$ cat config.mk
export PLATFORM = sky130hd
export DESIGN_NAME = iserdes_autoalign
export DESIGN_NICKNAME = d
export VERILOG_FILES = /design/src/rtl/iserdes_pkg.sv /design/src/rtl/iserdes_shift_capture.sv /design/src/rtl/iserdes_autoalign.sv
export SDC_FILE = /design/constraint.sdc
export NUM_CORES = 1
export LEC_CHECK = 0
export CORE_MARGIN = 2
export CORE_UTILIZATION = 53
export CTS_BUF_LIST = sky130_fd_sc_hd__clkbuf_4
export DETAILED_ROUTE_END_ITERATION = 7
export GPL_TIMING_DRIVEN = 0
export PLACE_DENSITY = 0.86
export SLEW_MARGIN = 5
export SYNTH_ARGS = -nofsm -noshare
export SYNTH_HDL_FRONTEND = slang
export SYNTH_SLANG_ARGS = --single-unit
export TNS_END_PERCENT = 5
$ cat constraint.sdc
create_clock -name clk -period 2.3 [get_ports clk]
set_input_delay 0.345 -clock clk [delete_from_list [all_inputs] [get_ports clk]]
set_output_delay 0.345 -clock clk [all_outputs]
set_load 0.01 [all_outputs]
$ cat src/rtl/iserdes_pkg.sv
// iserdes_pkg: shared FSM states, default parameters and slip-count width helper.
package iserdes_pkg;
  typedef enum logic [2:0] {IDLE, SEARCH, SETTLE, VERIFY, LOCKED, FAILED} state_t;
  localparam int DEF_WIDTH = 10;
  localparam logic [9:0] DEF_TRAIN_PATTERN = 10'b1111100000;
  localparam int DEF_LOCK_COUNT = 4;
  function automatic int slip_w(input int max_slips);
    return $clog2(max_slips + 1);
  endfunction
endpackage

$ cat src/rtl/iserdes_shift_capture.sv
// iserdes_shift_capture: serial shift register, word boundary counter with one-cycle slip hold.
module iserdes_shift_capture #(
  parameter int WIDTH = 10
) (
  input  logic             clk,
  input  logic             reset_n,
  input  logic             en,
  input  logic             data_i,
  input  logic             slip,
  output logic [WIDTH-1:0] word_o,
  output logic             word_valid
);
  localparam int CW = $clog2(WIDTH);
  localparam logic [CW-1:0] LAST = CW'(WIDTH - 1);
  logic [WIDTH-1:0] sr, sr_nx;
  logic [CW-1:0] bit_cnt;
  logic pend, hold, wrap;
  always_comb begin
    hold = pend || slip;
    wrap = !hold && bit_cnt == LAST;
    sr_nx = {sr[WIDTH-2:0], data_i};
  end
  // a slip arriving while another is still pending is absorbed by the same hold
  always_ff @(posedge clk or negedge reset_n)
    if (!reset_n) begin
      sr <= '0;
      bit_cnt <= '0;
      pend <= 1'b0;
      word_o <= '0;
      word_valid <= 1'b0;
    end else begin
      word_valid <= en && wrap;
      if (en) begin
        sr <= sr_nx;
        bit_cnt <= hold ? bit_cnt : wrap ? '0 : bit_cnt + 1'b1;
        pend <= 1'b0;
        if (wrap) word_o <= sr_nx;
      end else pend <= hold;
    end
endmodule

$ cat src/rtl/iserdes_autoalign.sv
// iserdes_autoalign: deserialiser that slips its word boundary until the training pattern locks.
module iserdes_autoalign import iserdes_pkg::*; #(
  parameter int WIDTH = DEF_WIDTH,
  parameter logic [WIDTH-1:0] TRAIN_PATTERN = WIDTH'(DEF_TRAIN_PATTERN),
  parameter int LOCK_COUNT = DEF_LOCK_COUNT,
  parameter int MAX_SLIPS = WIDTH
) (
  input  logic                             clk,
  input  logic                             reset_n,
  input  logic                             enable_n,
  input  logic                             data_i,
  input  logic                             bitslip_n,
  input  logic                             retrain,
  output logic [WIDTH-1:0]                 word_o,
  output logic                             word_valid,
  output logic                             ready,
  output logic                             align_err,
  output logic [slip_w(MAX_SLIPS)-1:0]     slip_cnt
);
  localparam int SW = slip_w(MAX_SLIPS);
  localparam logic [SW-1:0] MS = SW'(MAX_SLIPS);
  localparam logic [8:0] LC = 9'(LOCK_COUNT);
  state_t state;
  logic [7:0] match_cnt;
  logic slip_req, bs_q, match, at_max;
  iserdes_shift_capture #(.WIDTH(WIDTH)) u_cap (
    .clk(clk),
    .reset_n(reset_n),
    .en(!enable_n),
    .data_i(data_i),
    .slip(slip_req),
    .word_o(word_o),
    .word_valid(word_valid)
  );
  always_comb begin
    match = word_o == TRAIN_PATTERN;
    at_max = slip_cnt == MS;
  end
  // slip_req is a one-cycle pulse; the capture block turns it into a one-cycle counter hold
  always_ff @(posedge clk or negedge reset_n)
    if (!reset_n) begin
      state <= IDLE;
      match_cnt <= '0;
      slip_cnt <= '0;
      slip_req <= 1'b0;
      ready <= 1'b0;
      align_err <= 1'b0;
      bs_q <= 1'b1;
    end else begin
      bs_q <= bitslip_n;
      slip_req <= 1'b0;
      if (retrain || enable_n) begin
        state <= IDLE;
        match_cnt <= '0;
        slip_cnt <= '0;
        ready <= 1'b0;
        align_err <= 1'b0;
      end else begin
        case (state)
          IDLE: begin
            state <= SEARCH;
            slip_cnt <= '0;
            match_cnt <= '0;
          end
          SEARCH: if (word_valid) begin
            if (match) begin
              match_cnt <= 8'd1;
              state <= LC <= 9'd1 ? LOCKED : VERIFY;
              ready <= LC <= 9'd1;
            end else if (at_max) begin
              state <= FAILED;
              align_err <= 1'b1;
            end else begin
              slip_req <= 1'b1;
              slip_cnt <= slip_cnt + 1'b1;
              state <= SETTLE;
            end
          end
          SETTLE: if (word_valid) state <= SEARCH;
          VERIFY: if (word_valid) begin
            if (match) begin
              match_cnt <= match_cnt + 1'b1;
              if ({1'b0, match_cnt} + 9'd1 >= LC) begin
                state <= LOCKED;
                ready <= 1'b1;
              end
            end else if (at_max) begin
              state <= FAILED;
              align_err <= 1'b1;
            end else begin
              slip_req <= 1'b1;
              slip_cnt <= slip_cnt + 1'b1;
              state <= SEARCH;
            end
          end
          LOCKED: if (bs_q && !bitslip_n) begin
            slip_req <= 1'b1;
            slip_cnt <= at_max ? slip_cnt : slip_cnt + 1'b1;
          end
          FAILED: state <= FAILED;
          default: state <= IDLE;
        endcase
      end
    end
endmodule
; ---- Yosys cells after proc, flatten, opt, wreduce, memory -nomap -nowiden
; Index checks and enable logic that the tools add are counted.
[word_totals]
ff_bits = 44
latch_bits = 0
mem_bits_rw = 0
romBits = 0
in_bits = 6
out_inout_bits = 17
wordCells = 104
memories = 0
[classes]
addsub = 4
multipliers = 0
div_mod_pow = 0
magnitude_cmp = 1
eq_ne = 20
shift = 0
n_mux = 42
n_bitwise = 2
n_reduce_logical = 23
[ops]
columns = op, count
row1 = two-way mux 8 bit, 5
row2 = two-way mux 3 bit, 9
row3 = two-way mux 4 bit, 6
row4 = one-hot mux 8 bit (3 select lines), 1
row5 = one-hot mux 3 bit (6 select lines), 1
row6 = two-way mux 1 bit, 17
row7 = "!= test 3 x 2 -> 1 bit, second input constant", 4
row8 = "!= test 3 bit, second input constant", 4
row9 = one-hot mux 4 bit (3 select lines), 1
row10 = "equality test 10 bit, second input constant", 1
row11 = AND reduction 5 bit, 2
row12 = "adder 8 x 1 -> 9 bit, second input constant", 1
row13 = "greater-or-equal comparator 9 x 3 -> 1 bit, second input constant", 1
row14 = "adder 4 x 1 -> 4 bit, second input constant", 2
row15 = "adder 8 x 1 -> 8 bit, second input constant", 1
row16 = "equality test 4 bit, second input constant", 2
row17 = AND reduction 4 bit, 2
row18 = nonzero test 4 bit, 2
row19 = "equality test 3 x 2 -> 1 bit, second input constant", 2
row20 = "equality test 3 bit, second input constant", 2
row21 = AND reduction 6 bit, 1
row22 = nonzero test 2 bit, 3
row23 = "!= test 4 bit, second input constant", 1
row24 = one-hot mux 1 bit (2 select lines), 2
row25 = other kinds (12), 19

; ---- Longest topological paths before layout
[logic_depth]
depth_word = 7
depth_mapped = 8
depth_no_buf = 7

; ---- Hierarchy
; From an unflattened synthesis, not the netlist that was laid out.
[unflattened]
cells_unflattened = 215
hier_area_um2 = 2282.2
[by_module_without_submodules]
columns = module, n_inst, cells_per_inst, area_per_inst_um2, seq_area_each_um2
row1 = iserdes_autoalign, 1, 145, 1292.5, 476.7
row2 = iserdes_shift_capture, 1, 70, 989.7, 625.6

; ---- Worst setup path after synthesis
; OpenSTA, ideal clock, no wires.
[synth_path]
path_type = reg-to-reg
startpoint = register u_cap.word_o[1]
endpoint = register state[0]
setup_ns = 0.125
arrival_time_ns = 2.114
required_time_ns = 2.175
slack_ns = 0.062
stages_incl_launch_ff = 6
n_path_buf = 1
synth_period_minus_slack_ns = 2.238
cell_sequence = dfrtp_1 or4_4 or3_1 buf_6 o41ai_1 mux2_2
[synth_between]
elab_chain_cells = 5
word_cells_on_any_way = 9
classes_between = eq/ne: 2 / mux: 6 / reduce/logical: 1
[synth_rtl]
columns = item, line
row1 = from (decl), iserdes_shift_capture.sv:10  ; output logic [WIDTH-1:0] word_o,
row2 = from (signal assigned), iserdes_shift_capture.sv:37  ; if (wrap) word_o <= sr_nx;
row3 = equality test 10 bit (*), iserdes_autoalign.sv:36  ; match = word_o == TRAIN_PATTERN;
row4 = two-way mux 3 bit (on tied branches), "iserdes_autoalign.sv:81, iserdes_autoalign.sv:66"
row5 = two-way mux 3 bit (on tied branches), "iserdes_autoalign.sv:80, iserdes_autoalign.sv:65"
row6 = one-hot mux 3 bit (6 select lines), iserdes_autoalign.sv:59  ; case (state)
row7 = two-way mux 3 bit, iserdes_autoalign.sv:52  ; if (retrain || enable_n) begin
row8 = to (signal assigned), iserdes_autoalign.sv:68  ; state <= LC <= 9'd1 ? LOCKED : VERIFY;
row9 = to (decl), iserdes_autoalign.sv:23  ; state_t state;
; Every way passes the cells marked *; elsewhere a longest branch is shown, timed or not. The select of a mux whose other input is x is not followed.
; A chain may end at the register's enable or synchronous reset.

; ---- Worst setup path in the final report
[layout_path]
startpoint = register u_cap.word_o[1]
endpoint = register match_cnt[5]
[layout_between]
elab_chain_cells = 3
word_cells_on_any_way = 4
classes_between = eq/ne: 3 / reduce/logical: 1
[layout_rtl]
columns = item, line
row1 = equality test 10 bit (*), iserdes_autoalign.sv:36
row2 = != test 3 bit (no line), --
row3 = AND reduction 5 bit (no line) (*), --
row4 = to (signal assigned), iserdes_autoalign.sv:82  ; match_cnt <= match_cnt + 1'b1;
row5 = to (decl), iserdes_autoalign.sv:24  ; logic [7:0] match_cnt;
; Every way passes the cells marked *; elsewhere a longest branch is shown, timed or not.

==> summary.md <==
| Metric | Value |
|---|---|
| Synth Net Count | 221 |
| Number of clock sinks | 44 |
| Async set-or-reset flop fraction in the synthesized netlist | 100% |
| Tcrit/Tclk final | 98.1% |
| Final std cell area, no fill | 2640 um^2 |
| Critical Setup Path Class | flop to flop |
| First-pass GRT wire length | 7090 um |
| Least-Margin Pin Slew | 0.550 ns |
| Pin count of the biggest net entering global routing | 33 |
| Total inserted antenna cells | 0 |
| Average wire per standard cell | 13.9 um |
| Number of levels the H-tree was split into | 2 |
| Total of flip-flops plus latches after synthesis | 44 |
| Ratio of cells with drive above 1 in the final layout | 19.4% |
| Clk Latency, worst-skew pair | 0.36 ns |
| R2r worst-path depth | 7 |
| Post-placement setup slack | -0.235 ns |
| Final Max Slew Viols | 0 |
| Post-route worst hold slack | 0.383 ns |
| Clk_skew | 0.0138 ns |
| Number of failing setup endpoints in the final timing report | 0 |
| Area overhead of the layout relative to synthesis | 18.8% |
| F_max | 0.443 GHz |
| Register-to-register setup slack | 0.04 ns |
| Warnings, synthesis | 0 |
| Class of the tightest hold or removal check | primary input to asynchronous set/reset pin |
| Initial Utilization | 55.2% |
| Die W | 68.8 um |
| Clock slew at reported path FFs | 0.14 ns |
| CTS tree | done |
| Row cnt | 23 |
| Power per cell area | 796 nW/um^2 |
| Overall fraction of global-route tracks in use | 20.3% |
| Gr ovfl total | 0 |
| Total wirelength of the detailed-routed design | 4060 um |
| Die area | 4730 um^2 |
| Total core area | 4030 um^2 |
| Count of cell types in the netlist | 41 |
| Met3 WL post-DR | 163 um |
| Setup repair after global routing missed its margin | true |
| Iteration count of the initial detailed-routing pass | 4 |
| End of the critical path | match_cnt[5] |
| Vias in the first global route | 1556 |
| Met1 wire length | 1900 um |
| Post-layout worst setup margin | 0.0437 ns |
| Setup_tns | 0 ns |
| Highest metal layer with signal wires | met4 |
| Ports | 23 |
| Post-synth design cell area | 2220 um^2 |
| Final worst path period need | 2.26 ns |
| CTS max path bufs | 2 |
| Post-detailed-route DRC marker count | 0 |
| Result of the run | finished clean |
| Static Leak | 1.13 nW |
| Sequential area share after synthesis | 49.6% |
| Worst r2r src | u_cap.word_o[1] |
| Critical-path maximum fanout | 10 |
| Chip Height | 68.8 um |
| Capturing element type of the critical path | flop |
| Vias after detailed routing | 1684 |
| WP data arrival | 2.56 ns |
| Maxcap violations | 0 |
| Number of antenna-violating nets in the routed design | 0 |
| Area of placed instances | 2520 um^2 |
| Initial antenna violation count | 0 |
| Most used flip-flop cell after synthesis | sky130_fd_sc_hd__dfrtp_1 |
| Crit path launch type | flop |
| Iteration-0 DRC count of the detailed router | 122 |
| Cell count after synthesis | 210 |
| Total power after layout | 2.10 mW |
| Worst slew margin relative to its limit | 63.3% |
| Detailed placement HPWL | 2960 um |
| Worst R2R End | match_cnt[5] |
| Mean instance size in the synthesized netlist | 10.6 um^2 |
| Worst vdd ir | 0.000695 V |
| Detailed-routed wire length on met2 | 1930 um |
| Placer congestion estimate | 0.873 |
| Crit path launch | u_cap.word_o[1] |
| Total CTS buffers | 5 |
| Number of buffers inserted by port buffering | 22 |
| Drt via density | 5.77 |
| Required time reported for the critical path endpoint | 2.60 ns |
| Number of endpoints with negative hold slack in the final report | 0 |
| Post-synth EDFFs | 0 |
| Number of nets in the layout | 252 |
| Library cell used as clock root buffer | sky130_fd_sc_hd__clkbuf_4 |
==> Yosys cell counts (all sizes together) (2+ instances only) <==
cell     instances  area [um^2]
or3              5         36.3
nand3           11         55.1
o21ai           20          100
nor3             4         20.0
o2bb2ai          3         26.3
or2              2         12.5
o22ai            3         18.8
dfrtp           43         1080
nor2b            4         25.0
nand3b           2         15.0
nor3b            6         45.0
ha               5         62.6
o21a             2         15.0
a31oi            2         12.5
a22o             3         26.3
a21oi            8         40.0
clkbuf           5         18.8
mux2            22          248
nand2b           4         32.5
inv              5         18.8
nor2            15         56.3
and3             2         12.5
o41ai            2         25.0
buf              4         30.0
mux2i            2         20.0
o31ai            4         30.0
nand4            3         18.8
nor4             2         12.5
nand2           10         37.5
==> timing repair <==
action,4_1_cts,5_1_grt
gates cloned,0,0
gates resized for setup,1,4
hold buffers,1,0
setup endpoints to repair,1,7
endpoints found under the hold margin,12,0
setup buffers,0,0
==> flip-flops by register name, summed over array words and instances (netlist names) <==
| name | cells |
|---|---|
| u_cap.sr | 9 |
| u_cap.pend | 1 |
| bs_q | 1 |
| state | 3 |
| slip_req | 1 |
| u_cap.word_valid | 1 |
| ready | 1 |
| align_err | 1 |
| match_cnt | 8 |
| slip_cnt | 4 |
| u_cap.word_o | 10 |
| u_cap.bit_cnt | 4 |
==> layer usage <==
layer / track usage, % / up-vias
li1: - / 829
met1: 26.7 / 819
met2: 33.1 / 30
met3: 5.03 / 6
met4: 6.62 / 0
met5: 0 / -
==> area by class of cell <==
| cell class | count | area (um^2) |
|---|---|---|
| buffer | 9 | 48.8 |
| clock buffer | 5 | 37.5 |
| clock inverter | 3 | 46.3 |
| fill | 328 | 1390 |
| inverter | 5 | 18.8 |
| multi-input combinational | 152 | 1080 |
| sequential | 44 | 1100 |
| tap | 50 | 62.6 |
| timing repair buffer | 24 | 245 |
==> kinds of logic (layout without fill, tap and decap cells) <==
logic type,count (synthesis),count (layout),share of synthesized area (%)
AO/OA/AOI/OAI,49,49,13.9
adder cells (fa/ha/maj),5,5,2.81
buffers and inverters,14,46,3.04
flip-flops,44,44,49.6
multiplexers,24,24,12.0
AND/OR/NAND/NOR,74,74,18.7
==> worst min path at each step <==
stage	from	slack (ns)	end
floorplan	reset_n	0.05	align_err
global placement	u_cap.pend	0.48	u_cap.pend
detailed placement	reset_n	0.26	u_cap.bit_cnt[3]
CTS	reset_n	0.39	u_cap.bit_cnt[3]
global route	reset_n	0.41	match_cnt[5]
finish	reset_n	0.38	u_cap.bit_cnt[3]
==> metrics by stage <==
stage / instances / utilization (%)
6_report: 292 / 65.6
5_1_grt: 292 / 65.6
4_1_cts: 292 / 65.1
3_5_place_dp: 283 / 62.6
3_3_place_gp: 282 / 62.2
2_1_floorplan: 210 / -
==> cells in the final DEF (no fill, tap or decap), types with 5 or more instances in the layout <==
cell type	count
sky130_fd_sc_hd__clkdlybuf4s50_1	21
sky130_fd_sc_hd__nand3_1	11
sky130_fd_sc_hd__inv_1	5
sky130_fd_sc_hd__nor2_1	15
sky130_fd_sc_hd__nand2_1	10
sky130_fd_sc_hd__clkbuf_4	5
sky130_fd_sc_hd__o21ai_0	17
sky130_fd_sc_hd__a21oi_1	8
sky130_fd_sc_hd__ha_1	5
sky130_fd_sc_hd__nor3b_1	6
sky130_fd_sc_hd__dfrtp_1	43
sky130_fd_sc_hd__mux2_2	22
sky130_fd_sc_hd__clkbuf_1	5
==> where the power goes <==
group	switching (mW)	internal, mW	total, mW
combinational	0.206	0.331	0.537
sequential	0.137	0.938	1.07
clock	0.261	0.232	0.493
==> critical path: stages (launching register included) <==
cell and delay [ns]:
sky130_fd_sc_hd__dfrtp_1 0.43, sky130_fd_sc_hd__or4_4 0.54, sky130_fd_sc_hd__or3_1 0.33, sky130_fd_sc_hd__buf_6 0.15, sky130_fd_sc_hd__or3_4 0.38, sky130_fd_sc_hd__buf_6 0.14
sky130_fd_sc_hd__nand2b_4 0.14, sky130_fd_sc_hd__o21ai_2 0.10
Power figures use the tool's default switching activity.
